$ cat config.mk
export PLATFORM = sky130hd
export DESIGN_NAME = uart_rx_flat
export DESIGN_NICKNAME = d
export VERILOG_FILES = /design/src/rtl/uart_pkg.sv /design/src/rtl/uart_rx_if.sv /design/src/rtl/uart_rx_baud_gen.sv /design/src/rtl/uart_rx.sv /design/src/flat_wrapper.sv
export SDC_FILE = /design/constraint.sdc
export NUM_CORES = 1
export LEC_CHECK = 0
export BUFFER_PORTS_ARGS = -buffer_cell sky130_fd_sc_hd__buf_2
export CORE_MARGIN = 4
export CORE_UTILIZATION = 51
export CTS_CLUSTER_DIAMETER = 200
export DETAILED_ROUTE_END_ITERATION = 16
export GPL_TIMING_DRIVEN = 0
export PLACE_DENSITY_LB_ADDON = 0.15
export SYNTH_ARGS = -nofsm -noshare
export SYNTH_HDL_FRONTEND = slang
export SYNTH_SLANG_ARGS = --single-unit
$ cat constraint.sdc
create_clock -name clk -period 3.6 [get_ports clk]
set_input_delay 0.54 -clock clk [delete_from_list [all_inputs] [get_ports clk]]
set_output_delay 0.54 -clock clk [all_outputs]
set_load 0.05 [all_outputs]
$ cat src/rtl/uart_pkg.sv
// Shared definitions for the UART receiver: FSM encoding, oversample ratio
// and the baud divider computation.
package uart_pkg;
  localparam int OVERSAMPLE = 16;

  typedef enum logic [2:0] {
    ST_IDLE,
    ST_START,
    ST_DATA,
    ST_PARITY,
    ST_STOP,
    ST_BREAK
  } state_t;

  // Clocks per oversample tick, never below one.
  function automatic int calc_div(input int clk_hz, input int baud);
    int d;
    d = clk_hz / (baud * OVERSAMPLE);
    return (d < 1) ? 1 : d;
  endfunction
endpackage

$ cat src/rtl/uart_rx_if.sv
// Serial line in, received byte and status pulses out.
interface uart_rx_if;
  logic       rx;
  logic [7:0] d_out;
  logic       rx_done;
  logic       frame_err;
  logic       parity_err;

  modport master (output rx, input d_out, rx_done, frame_err, parity_err);
  modport slave  (input rx, output d_out, rx_done, frame_err, parity_err);
endinterface

$ cat src/rtl/uart_rx_baud_gen.sv
// Free-running oversample tick: one clk-wide pulse every DIV clocks.
module baud_gen
  import uart_pkg::*;
#(
  parameter int CLK_HZ = 50_000_000,
  parameter int BAUD   = 9600
) (
  input  logic clk,
  input  logic reset,
  output logic tick
);
  localparam int DIV = calc_div(CLK_HZ, BAUD);
  localparam int CW  = (DIV > 1) ? $clog2(DIV) : 1;
  localparam logic [CW-1:0] TOP = CW'(DIV - 1);

  logic [CW-1:0] cnt;

  always_ff @(posedge clk) begin
    if (reset)           cnt <= '0;
    else if (cnt == TOP) cnt <= '0;
    else                 cnt <= cnt + 1'b1;
  end

  assign tick = (cnt == TOP);
endmodule

$ cat src/rtl/uart_rx.sv
// UART receiver, DBIT-N-1 by default; define UART_RX_PARITY_EN to expect
// one even-parity bit between the data bits and the stop bit.
module uart_rx
  import uart_pkg::*;
#(
  parameter int CLK_HZ = 50_000_000,
  parameter int BAUD   = 9600,
  parameter int DBIT   = 8
) (
  input  logic     clk,
  input  logic     reset,
  uart_rx_if.slave bus
);
`ifdef UART_RX_PARITY_EN
  localparam bit PAR_EN = 1'b1;
`else
  localparam bit PAR_EN = 1'b0;
`endif
  localparam logic [3:0] MID   = 4'(OVERSAMPLE / 2 - 1);
  localparam logic [3:0] LAST  = 4'(OVERSAMPLE - 1);
  localparam logic [2:0] BLAST = 3'(DBIT - 1);

  logic [1:0] sync;
  logic       rx_s, tick;
  state_t     state, state_n;
  logic [3:0] tcnt, tcnt_n;
  logic [2:0] bcnt, bcnt_n;
  logic [7:0] sh, sh_n, dout, dout_n;
  logic       par, par_n;
  logic       done_q, done_n, ferr_q, ferr_n, perr_q, perr_n;

  // Synchronizer idles high so reset release never looks like a start edge.
  always_ff @(posedge clk) begin
    if (reset) sync <= 2'b11;
    else       sync <= {sync[0], bus.rx};
  end
  assign rx_s = sync[1];

  baud_gen #(.CLK_HZ(CLK_HZ), .BAUD(BAUD)) u_baud (
    .clk  (clk),
    .reset(reset),
    .tick (tick)
  );

  always_comb begin
    state_n = state;
    tcnt_n  = tcnt;
    bcnt_n  = bcnt;
    sh_n    = sh;
    par_n   = par;
    dout_n  = dout;
    done_n  = 1'b0;
    ferr_n  = 1'b0;
    perr_n  = 1'b0;
    case (state)
      ST_IDLE: if (!rx_s) begin
        state_n = ST_START;
        tcnt_n  = '0;
      end
      ST_START: if (tick) begin
        if (tcnt == MID) begin
          tcnt_n  = '0;
          bcnt_n  = '0;
          state_n = rx_s ? ST_IDLE : ST_DATA;
        end else tcnt_n = tcnt + 4'd1;
      end
      ST_DATA: if (tick) begin
        if (tcnt == LAST) begin
          tcnt_n     = '0;
          sh_n[bcnt] = rx_s;
          if (bcnt == BLAST) state_n = PAR_EN ? ST_PARITY : ST_STOP;
          else               bcnt_n  = bcnt + 3'd1;
        end else tcnt_n = tcnt + 4'd1;
      end
      ST_PARITY: if (tick) begin
        if (tcnt == LAST) begin
          tcnt_n  = '0;
          par_n   = rx_s;
          state_n = ST_STOP;
        end else tcnt_n = tcnt + 4'd1;
      end
      ST_STOP: if (tick) begin
        if (tcnt == LAST) begin
          tcnt_n = '0;
          // Framing error wins over parity so only one pulse fires per frame.
          if (!rx_s) begin
            ferr_n  = 1'b1;
            state_n = ST_BREAK;
          end else if (PAR_EN && ((^sh[DBIT-1:0]) != par)) begin
            perr_n  = 1'b1;
            state_n = ST_IDLE;
          end else begin
            dout_n  = sh;
            done_n  = 1'b1;
            state_n = ST_IDLE;
          end
        end else tcnt_n = tcnt + 4'd1;
      end
      ST_BREAK: if (rx_s) state_n = ST_IDLE;
      default: state_n = ST_IDLE;
    endcase
  end

  always_ff @(posedge clk) begin
    if (reset) begin
      state  <= ST_IDLE;
      tcnt   <= '0;
      bcnt   <= '0;
      sh     <= '0;
      par    <= 1'b0;
      dout   <= '0;
      done_q <= 1'b0;
      ferr_q <= 1'b0;
      perr_q <= 1'b0;
    end else begin
      state  <= state_n;
      tcnt   <= tcnt_n;
      bcnt   <= bcnt_n;
      sh     <= sh_n;
      par    <= par_n;
      dout   <= dout_n;
      done_q <= done_n;
      ferr_q <= ferr_n;
      perr_q <= perr_n;
    end
  end

  assign bus.d_out      = dout;
  assign bus.rx_done    = done_q;
  assign bus.frame_err  = ferr_q;
  assign bus.parity_err = PAR_EN & perr_q;
endmodule

$ cat src/flat_wrapper.sv
// flat-port wrapper written by rule: the top's interface ports become plain ports
module uart_rx_flat import uart_pkg::*;
#(
  parameter int CLK_HZ = 50_000_000,
  parameter int BAUD   = 9600,
  parameter int DBIT   = 8
)
  (clk, reset, bus_rx, bus_d_out, bus_rx_done, bus_frame_err, bus_parity_err);
  uart_rx_if bus_i ();
  input  logic clk;
  input  logic reset;
  input wire logic [$bits(bus_i.rx)-1:0] bus_rx;
  output wire logic [$bits(bus_i.d_out)-1:0] bus_d_out;
  output wire logic [$bits(bus_i.rx_done)-1:0] bus_rx_done;
  output wire logic [$bits(bus_i.frame_err)-1:0] bus_frame_err;
  output wire logic [$bits(bus_i.parity_err)-1:0] bus_parity_err;
  assign bus_i.rx = bus_rx;
  assign bus_d_out = bus_i.d_out;
  assign bus_rx_done = bus_i.rx_done;
  assign bus_frame_err = bus_i.frame_err;
  assign bus_parity_err = bus_i.parity_err;
  uart_rx #(.CLK_HZ(CLK_HZ), .BAUD(BAUD), .DBIT(DBIT)) u_core (.clk(clk), .reset(reset), .bus(bus_i));
endmodule
==> impl_metrics.py <==
metrics = {
    "yosys": {
        "synth_warnings": 0,
        "yosys.area.top_type": "dfxtp_1",
        "synth_top_area_frac": 0.4188,
        "synth_edf_count": 0,
        "ys_seq_elements": 39,
        "synth.distinct_cells": 50,
        "synth_nets": 210,
        "synth_area_sq_mm": 0.001864,
        "netlist_top_cells_area": "dfxtp_1 (42%), mux2i_1 (9.1%), nor2_1 (6.8%)",
        "synthFlopType": "dfxtp_1",
        "avgSynthCellArea_sq_um": 9.229,
        "synthCells": 202,
        "async_flop_share": 0,
        "seq_area_frac_synth": 0.4188,
    },
    "flow_run": {
        "cap_violations": 0,
    },
    "setup_path": {
        "cp.required_ns": 3.80,
        "arrival_ns": 2.38,
        "critical-path-max-stage-delay_ns": 0.67,
        "path_class": "reg2reg",
        "worst_setup_path_start_kind": "flop",
        "critPathCaptureType": "flop",
        "crit_top_cell": "ha_1",
        "slowest_stage": "a2111oi_0",
        "path_cells": "ha_1 > ha_1 > a2111oi_0 > a221oi_1 > and3_1 > a31o_1",
        "crit_path_max_fanout": 9,
        "crit_family": "compound AO/OA/AOI/OAI gates",
        "cp_num_buf_inv": 0,
    },
    "pwr": {
        "p_seq_frac": 0.520,
        "power.leakage_nw": 0.8441,
        "intPower_uw": 621.8,
        "switching_share": 0.2764,
        "clock_power_share": 0.341,
        "p_switching_uw": 237.5,
        "peakVddDrop_mv": 0.3010,
        "p_total_uw": 859.3,
        "pwr-share-comb": 0.139,
        "cellPowerDensity_mw_per_mm2": 415.7,
    },
    "timing": {
        "clock_skew_ns": 0.01004,
        "rsz0062_at_grt": "false",
        "max_freq_mhz": 458.7,
        "fin_crit_ns": 2.180,
        "worst_pin_slew_ns": 0.7097,
        "holdWs_ns": 0.4161,
        "setup_tns_ns": 0,
        "relSlewSlack": 0.5146,
        "finalSetupViolations": 0,
        "timing.final.hold_violations": 0,
        "fin_crit_sh": 0.6055,
        "drv_slew": 0,
    },
    "layout": {
        "area_delta_synth_final_pct": 10.87,
        "most-common-layout-cells": "dfxtp_1 (39), nor2_1 (34), nand2_1 (18)",
        "fin_nets": 229,
        "antennaDiodeCount": 0,
        "layout-drive-gt1-share": 0.1577,
        "layout_commonest_cell": "dfxtp_1",
        "fill_cells": 303,
        "design_area_sq_mm": 0.002067,
        "utilization": 0.6005,
    },
    "floorplanning": {
        "die_y_microns": 68.46,
        "rows": 21,
        "die_w_microns": 68.46,
        "die_area_sq_mm": 0.004687,
        "coreArea_sq_mm": 0.003442,
        "start_util": 0.5416,
        "ios": 14,
    },
    "drt": {
        "vias": 1465,
        "first_pass_iters": 4,
        "drc": 0,
        "viasPerCell": 5.466,
        "postRouteAntennaNets": 0,
        "wl_microns": 3738,
        "wl_per_cell_microns": 13.95,
        "drt_iter0_markers": 102,
    },
    "global_routing": {
        "grt_pass1_vias": 1519,
        "overflow": 0,
        "grt_usage": 0.1898,
        "grt_start_max_net_pins": 13,
        "antenna_found_initial": 0,
        "grt_pass1_wl_microns": 6672,
    },
    "hold_path": {
        "holdCritPathClass": "reg2reg",
    },
    "clock_network": {
        "postCtsSetupBuffers": 0,
        "cts.htree.levels": 2,
        "clock_sinks": 39,
        "ctsRootBufferMaster": "clkbuf_8",
        "cts_tree": "done",
        "worstSkewPairLatency_ns": 0.30,
        "cts_hold_buf": 0,
        "post_cts_resized": 0,
        "cts_buffer_depth": 2,
        "cts_made_buffers": 5,
        "path_clk_slew_ns": 0.08,
    },
    "status": {
        "status": "finished clean",
    },
    "place": {
        "gp_congestion": 0.8088,
        "hpwl_microns": 2693,
        "portBuffers": 12,
        "place_area_sq_mm": 0.001982,
    },
}
[logic make-up (layout without fill, tap and decap cells)]
family,after synthesis,in the layout,synth area share
buffers and inverters,11,31,0.02550
xor gates and xnor gates,8,8,0.03759
other,1,1,0.002011
and+or+nand+nor,95,95,0.2718
DFF,39,39,0.4188
AOI/OAI and AO/OA,26,26,0.1195
muxes,17,17,0.09127
adders and majority gates,5,5,0.03356
[power by group through the flow]
stage	clock network [mW]	logic (mW)	registers, mW
after floorplan	0	0.0945	0.455
after global placement	0	0.112	0.457
after detailed placement	0	0.115	0.457
after CTS	0.303	0.117	0.447
after global routing	0.318	0.132	0.449
final	0.293	0.119	0.447
[registers in the layout, summed over array words and instances (netlist names)]
signal / cells
u_core.u_baud.cnt: 9
u_core.bus.rx_done: 1
u_core.sync: 2
u_core.state: 3
u_core.bus.frame_err: 1
u_core.sh: 8
u_core.tcnt: 4
u_core.bus.d_out: 8
u_core.bcnt: 3
[worst paths after layout]
check,from,to,slack (ns),cells after the start
setup / recovery,u_core.bcnt[1],u_core.state[0],1.42,6
hold / removal,u_core.sync[0],u_core.sync[1],0.42,1
setup reg to reg,u_core.bcnt[1],u_core.state[0],1.42,6
hold reg to reg,u_core.sync[0],u_core.sync[1],0.42,1
[layout make-up]
type | count | area [sq um] | share of cell area
Multi-Input combinational cell | 152 | 1036 | 0.5012
Sequential cell | 39 | 780.7 | 0.3777
Clock buffer | 6 | 72.57 | 0.03511
Timing Repair Buffer | 12 | 60.06 | 0.02906
Tap cell | 46 | 57.56 | 0.02785
Buffer | 8 | 36.28 | 0.01755
Clock inverter | 2 | 12.51 | 0.006053
Inverter | 3 | 11.26 | 0.005448
[Yosys cell counts (all sizes together) (4+ instances only)]
cell type / number
nand2b: 8
xnor2: 6
clkbuf: 4
and3: 6
mux2i: 17
nand2: 18
ha: 5
dfxtp: 39
a21oi: 6
buf: 4
nor2: 34
nand3: 8
[per-stage QoR]
| stage | setup slack (ns) | cells |
|---|---|---|
| after floorplan | 1.772 | 202 |
| after global placement | 1.652 | 260 |
| after detailed placement | 1.600 | 260 |
| after CTS | 1.566 | 268 |
| after global routing | 1.359 | 268 |
| final | 1.420 | 268 |
[per-layer routing]
metal / vias up / wire length, microns / GRT usage
li1: 741 / - / -
met5: - / 0 / 0
met2: 35 / 1778 / 0.3170
met4: 0 / 78 / 0.08685
met1: 681 / 1710 / 0.2244
met3: 8 / 171 / 0.05090
Power figures use the tool's default switching activity.
